--- config.mk ---
export PLATFORM = sky130hd
export DESIGN_NAME = ifetch_unit
export DESIGN_NICKNAME = d
export VERILOG_FILES = /design/src/rtl/ifetch_unit.sv
export SDC_FILE = /design/constraint.sdc
export NUM_CORES = 1
export LEC_CHECK = 0
export BUFFER_PORTS_ARGS = -buffer_cell sky130_fd_sc_hd__buf_2
export CAP_MARGIN = 20
export CORE_ASPECT_RATIO = 2
export CORE_MARGIN = 2
export CORE_UTILIZATION = 53
export CTS_CLUSTER_SIZE = 25
export DETAILED_ROUTE_END_ITERATION = 12
export GPL_TIMING_DRIVEN = 0
export PLACE_DENSITY_LB_ADDON = 0.25
export SYNTH_ARGS = -nofsm -noshare
export SYNTH_HDL_FRONTEND = slang
export SYNTH_SLANG_ARGS = --single-unit
--- constraint.sdc ---
create_clock -name clk -period 4.24 [get_ports clk]
set_input_delay 0.636 -clock clk [delete_from_list [all_inputs] [get_ports clk]]
set_output_delay 0.636 -clock clk [all_outputs]
set_load 0.1 [all_outputs]
--- src/rtl/ifetch_unit.sv ---
// Instruction fetch unit: two-state FETCH/HOLD sequencer with PC update,
// jump/branch target selection, retire counter and sticky ack-timeout flag.
module ifetch_unit #(
    parameter logic [31:0] RESET_PC = 32'h0000_3000,
    parameter int unsigned TIMEOUT  = 16
) (
    input  logic        clk,
    input  logic        rst,
    input  logic        stall,
    input  logic        jump,
    input  logic [1:0]  branch,
    input  logic        zero,
    input  logic        imem_ack,
    input  logic [31:0] imem_rdata,
    output logic        imem_req,
    output logic [31:0] imem_addr,
    output logic [31:0] instr,
    output logic [5:0]  opcode,
    output logic [5:0]  funct,
    output logic        instr_valid,
    output logic [31:0] pc,
    output logic [31:0] pc_plus4,
    output logic [31:0] retired,
    output logic        fetch_err
);

    localparam int unsigned WAIT_W = 8;
    localparam logic [0:0] S_FETCH = 1'b0;
    localparam logic [0:0] S_HOLD  = 1'b1;

    logic [0:0]        state, state_nx;
    logic [WAIT_W-1:0] wait_cnt, wait_nx;
    logic [31:0]       pc_nx, instr_nx, retired_nx;
    logic              err_nx;
    logic              take_jump, take_br;
    logic [31:0]       br_off, jump_tgt, next_pc;

    assign imem_req    = (state == S_FETCH);
    assign instr_valid = (state == S_HOLD);
    assign imem_addr   = pc;
    assign pc_plus4    = 32'(pc + 32'd4);
    assign opcode      = instr[31:26];
    assign funct       = instr[5:0];

    // Control-flow target selection for the held instruction
    assign take_jump = jump | (branch == 2'b11);
    assign take_br   = ((branch == 2'b10) & zero) | ((branch == 2'b01) & ~zero);
    assign br_off    = {{14{instr[15]}}, instr[15:0], 2'b00};
    assign jump_tgt  = {pc_plus4[31:28], instr[25:0], 2'b00};
    assign next_pc   = take_jump ? jump_tgt :
                       take_br   ? 32'(pc_plus4 + br_off) : pc_plus4;

    always_comb begin
        state_nx   = state;
        wait_nx    = wait_cnt;
        pc_nx      = pc;
        instr_nx   = instr;
        retired_nx = retired;
        err_nx     = fetch_err;
        case (state)
            S_FETCH: begin
                if (imem_ack) begin
                    instr_nx = imem_rdata;
                    wait_nx  = '0;
                    state_nx = S_HOLD;
                end else begin
                    if (wait_cnt != {WAIT_W{1'b1}}) begin
                        wait_nx = WAIT_W'(wait_cnt + WAIT_W'(1));
                    end
                    if (32'(wait_nx) >= 32'(TIMEOUT)) begin
                        err_nx = 1'b1;
                    end
                end
            end
            default: begin
                if (!stall) begin
                    pc_nx      = next_pc;
                    retired_nx = 32'(retired + 32'd1);
                    state_nx   = S_FETCH;
                end
            end
        endcase
    end

    always_ff @(posedge clk) begin
        if (rst) begin
            state     <= S_FETCH;
            wait_cnt  <= '0;
            pc        <= RESET_PC;
            instr     <= '0;
            retired   <= '0;
            fetch_err <= 1'b0;
        end else begin
            state     <= state_nx;
            wait_cnt  <= wait_nx;
            pc        <= pc_nx;
            instr     <= instr_nx;
            retired   <= retired_nx;
            fetch_err <= err_nx;
        end
    end

endmodule

==> results.py, run 1 <==
metrics = {
    "run_status": {
        "status": "finished, final reports clean",
    },
    "global_routing": {
        "grt_pass1_wl_um": 37800,
        "track_usage": 0.328,
        "antenna_found_initial": 0,
        "gr-total-overflow": 0,
        "grt_max_degree": 28,
        "grt_pass1_vias": 7441,
    },
    "synthesis": {
        "avgSynthCellArea_um2": 7.61,
        "ys_seq_area_frac": 0.292,
        "ys.flop_type": "dfxtp_1",
        "synth-edff-count": 0,
        "synth_area_mm2": 0.00712,
        "synth.distinct_cells": 65,
        "synthCells": 935,
        "synthArstFlopShare": 0,
        "ys_ff_latch": 104,
        "yosysWarnings": 0,
    },
    "worst_setup_path": {
        "required_ps": 4470,
        "crit_fanout": 7,
        "cp_slowest_cell": "or3_4",
        "startpoint_type": "flip-flop",
        "end_kind": "flip-flop",
        "cp_data_arrival_time_ps": 4340,
        "critical_path_class": "flip-flop to flip-flop",
        "cpPeakStageDelay_ps": 410,
        "path_cells": "and4_4 > and3_4 > and4_4 > xor2_4 > ha_4 > buf_6 > a21o_1 > a21o_1 > or3_4 > o2111ai_4 > a31oi_4 > a32o_1 > nor3_2 > mux2i_1 > mux2_1",
    },
    "flow_run": {
        "maxCapViolations": 0,
    },
    "cts": {
        "worst_skew_pair.late_latency_ps": 350,
        "clock_path_buffers": 2,
        "h-tree-depth": 3,
        "path_clk_slew_ps": 70,
        "cts_buffers": 9,
        "cts_tree": "yes",
        "cts_sinks": 104,
        "ctsRootBufferMaster": "clkbuf_16",
    },
    "sta": {
        "setup-violations-final": 0,
        "slew_viol_final": 0,
        "worst_slew_pin_slew_ps": 1040,
        "hold_violations": 0,
        "period_minus_slack_ps": 4110,
        "fin_ws_ps": 125,
        "fmaxAchievable_ghz": 0.243,
        "post-route-period-util": 0.971,
        "clock_skew_ps": 9.13,
        "max_slew_margin": 0.307,
    },
    "drt": {
        "firstDrtPassIters": 5,
        "drt-total-wl_um": 24400,
        "viasPerCell": 5.98,
        "drtIter0Drc": 539,
        "wl_per_cell_um": 18.4,
        "drc": 0,
        "via_count": 7927,
        "ant_nets": 0,
    },
    "cells_and_area": {
        "diodes": 0,
        "stdcell_count": 1325,
        "nNetsFinal": 1247,
        "drive_gt1_frac": 0.307,
        "areaGrowthSynthToFinish_pct": 30.3,
        "fin_util": 0.710,
    },
    "placed_design": {
        "dp_cells": 1299,
        "dp_slack_ps": -68.8,
        "globalplace.congestion": 0.963,
        "dpl.hpwl_um": 18800,
        "port_buffers": 207,
    },
    "power_and_ir_drop": {
        "ir_drop_mv": 0.312,
        "total_power_mw": 2.80,
        "p_leak_nw": 4.43,
        "power_density_mw_per_mm2": 302,
    },
    "floorplan": {
        "rows": 59,
        "core_area_mm2": 0.0131,
        "fp.dieW_um": 86.0,
        "die_height_um": 168,
        "ios": 215,
        "start_util": 0.545,
        "die_area_mm2": 0.0144,
    },
    "min_path": {
        "hold_path.class": "flip-flop to flip-flop",
    },
}
[through the flow]
stage	hold WS (ps)	setup TNS, ps	instance area, um^2
floorplan	462	-184	7610
global placement	455	0	8840
detailed placement	464	-68.8	8840
CTS	474	0	9110
global route	503	-0.267	9280
finish	471	0	9280
[timing repair]
item,4_1_cts,5_1_grt
pin swaps,0,5
setup endpoints to repair,1,2
hold buffers,0,0
setup buffers,0,11
resized for setup,0,12
[path summary, 6_finish.rpt]
check | to | depth (start not counted) | slack, ps | from
setup reg to reg | imem_addr[31] | 15 | 130 | imem_addr[9]
setup / recovery | imem_addr[31] | 15 | 130 | imem_addr[9]
hold reg to reg | instr[27] | 2 | 470 | instr[27]
hold / removal | instr[27] | 2 | 470 | instr[27]
[kinds of logic (layout without fill, tap and decap cells)]
group                      after synthesis  in the layout  share of synthesized area
AOI/OAI and AO/OA                      236            236                      0.210
xor gates and xnor gates                76             76                     0.0935
adders and majority gates               39             39                     0.0696
buffers and inverters                  107            340                     0.0828
DFF                                    104            104                      0.292
muxes                                    7              7                     0.0100
other                                    1              6                   0.000527
and+or+nand+nor                        365            365                      0.241
[flip-flops by register name, summed over array words and instances (netlist names)]
signal / flops
instr: 32
wait_cnt: 8
imem_addr: 30
fetch_err: 1
retired: 32
instr_valid: 1
[cell type report]
class / count / area (um^2)
plain buffers: 92 / 534
multi-input cells: 729 / 4930
inverters: 13 / 48.8
well taps: 152 / 190
fillers: 1140 / 3790
flip-flops and latches: 104 / 2150
repair buffers: 219 / 1150
clock buffers: 11 / 243
clock inverters: 5 / 38.8
[synth_stat cells (6+ instances only)]
master	instances	area (um^2)
nand2_1	142	533
dfxtp_1	104	2080
a21oi_1	99	495
nor2_1	78	293
buf_4	48	360
clkbuf_1	39	146
nand3_1	39	195
ha_1	38	475
o21ai_0	38	190
xnor2_1	38	333
xor2_1	38	333
a21o_1	22	165
and3_1	20	125
nand4_1	20	125
nor3_1	16	80.1
inv_1	13	48.8
nor2b_1	11	68.8
a31oi_1	10	62.6
or3_1	9	56.3
and4_1	8	70.1
a211oi_1	7	52.6
nand2b_1	7	43.8
o211ai_1	7	52.6
a311oi_1	6	52.6
buf_1	6	22.5
mux2i_1	6	60.1
o41ai_1	6	52.6
[layer usage]
metal	GRT usage	vias to the layer above	wire (um)
li1	-	3725	-
met1	0.357	3706	8630
met2	0.595	414	12800
met3	0.0500	82	1750
met4	0.173	0	1150
met5	0	-	0
[cell usage in the layout (no fill, tap or decap), types with 7 or more instances in the layout]
cell type,n
nor2_1,76
o211ai_1,7
a21oi_1,98
clkbuf_16,9
dfxtp_4,14
nor2b_1,11
clkbuf_1,37
nand4_1,20
dfxtp_1,79
nand3_1,37
nand2_1,142
nor3_1,16
ha_1,35
nand2b_1,7
buf_4,59
xnor2_1,18
dfxtp_2,11
xnor2_4,11
buf_2,207
xnor2_2,9
xor2_1,31
o21ai_0,38
inv_1,13
and3_1,18
a31oi_1,10
a211oi_1,7
a21o_1,22
or3_1,9
[worst max-delay path: cells and delay by family, from the launching register on]
kind,cells,cell delay [ps]
flip-flops,1,370
multiplexers,2,620
AND/OR/NAND/NOR,5,1380
AO/OA/AOI/OAI,5,1060
buffers and inverters,1,130
adder cells (fa/ha/maj),1,230
XOR/XNOR,1,210
[power by group]
part           switching (mW)  internal (mW)  total [mW]
Clock                   0.384          0.422       0.806
Combinational           0.740          0.201       0.941
Sequential             0.0534           1.00        1.06
Total                    1.18           1.63        2.80
(Power assumes the default switching activity.)
==> run 2, diff against run 1 <==
- CORE_UTILIZATION: 53 -> 54
- CTS_BUF_LIST: not set -> sky130_fd_sc_hd__clkbuf_2
==> run 2 against run 1 <==
  * Worst hold slack got worse by 280 ps
  * Combinational power fell by 0.9%
  * Sequential share of layout area rose by 0.78 points
  * Via count fell by 0.57%
==> results.py, run 2 (synthesis results as in run 1) <==
metrics = {
    "run_status": {
        "status": "finished, final reports clean",
    },
    "cts": {
        "cts_buffers": 9,
        "postCtsHoldBufs": 0,
        "worst_skew_pair.late_latency_ps": 610,
        "postCtsSetupBuffers": 0,
        "cts_tree": "yes",
        "cts_sinks": 104,
        "clock_path_buffers": 2,
        "ctsRootBufferMaster": "clkbuf_2",
        "h-tree-depth": 3,
        "path_clk_slew_ps": 320,
    },
    "worst_setup_path": {
        "startpoint_type": "flip-flop",
        "cp_data_arrival_time_ps": 4660,
        "end_kind": "flip-flop",
        "critical_path_class": "flip-flop to flip-flop",
        "required_ps": 4770,
        "crit_fanout": 8,
    },
    "flow_run": {
        "maxCapViolations": 0,
    },
    "floorplan": {
        "core_area_mm2": 0.0129,
        "fp.dieW_um": 85.2,
        "die_height_um": 166,
        "rows": 59,
        "ios": 215,
        "die_area_mm2": 0.0142,
        "start_util": 0.551,
    },
    "global_routing": {
        "antenna_found_initial": 1,
        "track_usage": 0.335,
        "grt_pass1_wl_um": 37600,
        "gr-total-overflow": 0,
        "grt_pass1_vias": 7384,
        "grt_max_degree": 28,
    },
    "drt": {
        "via_count": 7882,
        "firstDrtPassIters": 5,
        "ant_nets": 0,
        "drc": 0,
        "drt-total-wl_um": 24400,
        "drtIter0Drc": 604,
        "viasPerCell": 5.99,
        "wl_per_cell_um": 18.5,
    },
    "sta": {
        "fin_ws_ps": 111,
        "hold_violations": 0,
        "max_slew_margin": 0.279,
        "setup-violations-final": 0,
        "worst_slew_pin_slew_ps": 1080,
        "fmaxAchievable_ghz": 0.242,
        "clock_skew_ps": 27.3,
        "period_minus_slack_ps": 4130,
        "slew_viol_final": 0,
        "post-route-period-util": 0.974,
        "rsz0062_at_grt": "yes",
    },
    "placed_design": {
        "globalplace.congestion": 0.985,
        "port_buffers": 207,
        "placed_area_mm2": 0.00884,
        "dp_slack_ps": 101,
        "dpl.hpwl_um": 19000,
    },
    "cells_and_area": {
        "final_cell_mix": "buf_2 (207), nand2_1 (142), a21oi_1 (99), dfxtp_1 (79), nor2_1 (77)",
        "nNetsFinal": 1237,
        "fillCellCount": 1154,
        "fin_area_mm2": 0.00897,
        "final_common_cell": "buf_2",
        "areaGrowthSynthToFinish_pct": 26.0,
        "drive_gt1_frac": 0.296,
    },
    "power_and_ir_drop": {
        "p_leak_nw": 4.29,
        "ir_drop_mv": 0.222,
        "total_power_mw": 2.47,
        "power_density_mw_per_mm2": 275,
    },
    "min_path": {
        "hold_path.class": "primary input to flip-flop",
    },
}
## run 2: changes by cell type in the layout (fill, tap and decap cells not counted), moves of 2 or more
| cell | before | now |
|---|---|---|
| a31oi_2 | 0 | 2 |
| buf_4 | 59 | 48 |
| clkbuf_2 | 1 | 11 |
| inv_4 | 3 | 0 |
| inv_6 | 0 | 3 |
| a31oi_4 | 2 | 0 |
| clkbuf_16 | 9 | 0 |
## run 2: worst paths after layout
path	from	end	slack (ps)	cells after the start
max	imem_addr[9]	imem_addr[31]	110	15
min reg2reg	instr[27]	instr[27]	490	2
max reg2reg	imem_addr[9]	imem_addr[31]	110	15
min	imem_rdata[27]	instr[27]	190	3
## run 2: area by class of cell
class	instances	area, um^2	area share
repair buffers	208	1060	0.119
multi-input cells	729	4870	0.543
plain buffers	93	538	0.0600
flip-flops and latches	104	2150	0.239
clock buffers	10	50.0	0.00558
clock inverters	6	57.6	0.00641
well taps	152	190	0.0212
diodes	1	2.50	0.000279
inverters	13	48.8	0.00544
## run 2: where the power goes
group          leakage [nW]  switching, mW  internal, mW
combinational          3.35          0.736         0.197
clock                0.0714          0.374        0.0982
sequential            0.860         0.0533          1.01
## run 2: what timing repair did
item,in CTS,in global routing
gates resized for setup,0,1
setup endpoints to repair,0,2
endpoints found under the hold margin,0,0
## run 2: layer usage
metal,track usage,up-vias,part of all wire
met1,0.346,3665,0.34
met3,0.0562,95,0.076
met5,0,-,0
met2,0.620,417,0.53
li1,-,3705,-
met4,0.181,0,0.052
## run 2: critical path, cell delays in order, from the launching register on
cell and delay, ps:
dfxtp_4 470, and4_1 290, nand4_1 290, nand2b_1 320
xnor2_4 160, ha_1 270, clkbuf_1 300, nand4_1 140
a21oi_1 170, a211o_2 170, o2111ai_4 180, a31oi_2 270
and4b_1 230, nor3_2 220, mux2i_1 250, mux2_1 330
## run 2: through the flow
stage                util  std cells  setup TNS, ps  hold slack [ps]
detailed placement  0.684       1299              0              460
finish              0.695       1316              0              195
CTS                 0.692       1315              0              159
floorplan               -        940           -184              462
global route        0.695       1316          -96.3              143
global placement    0.684       1299              0              454
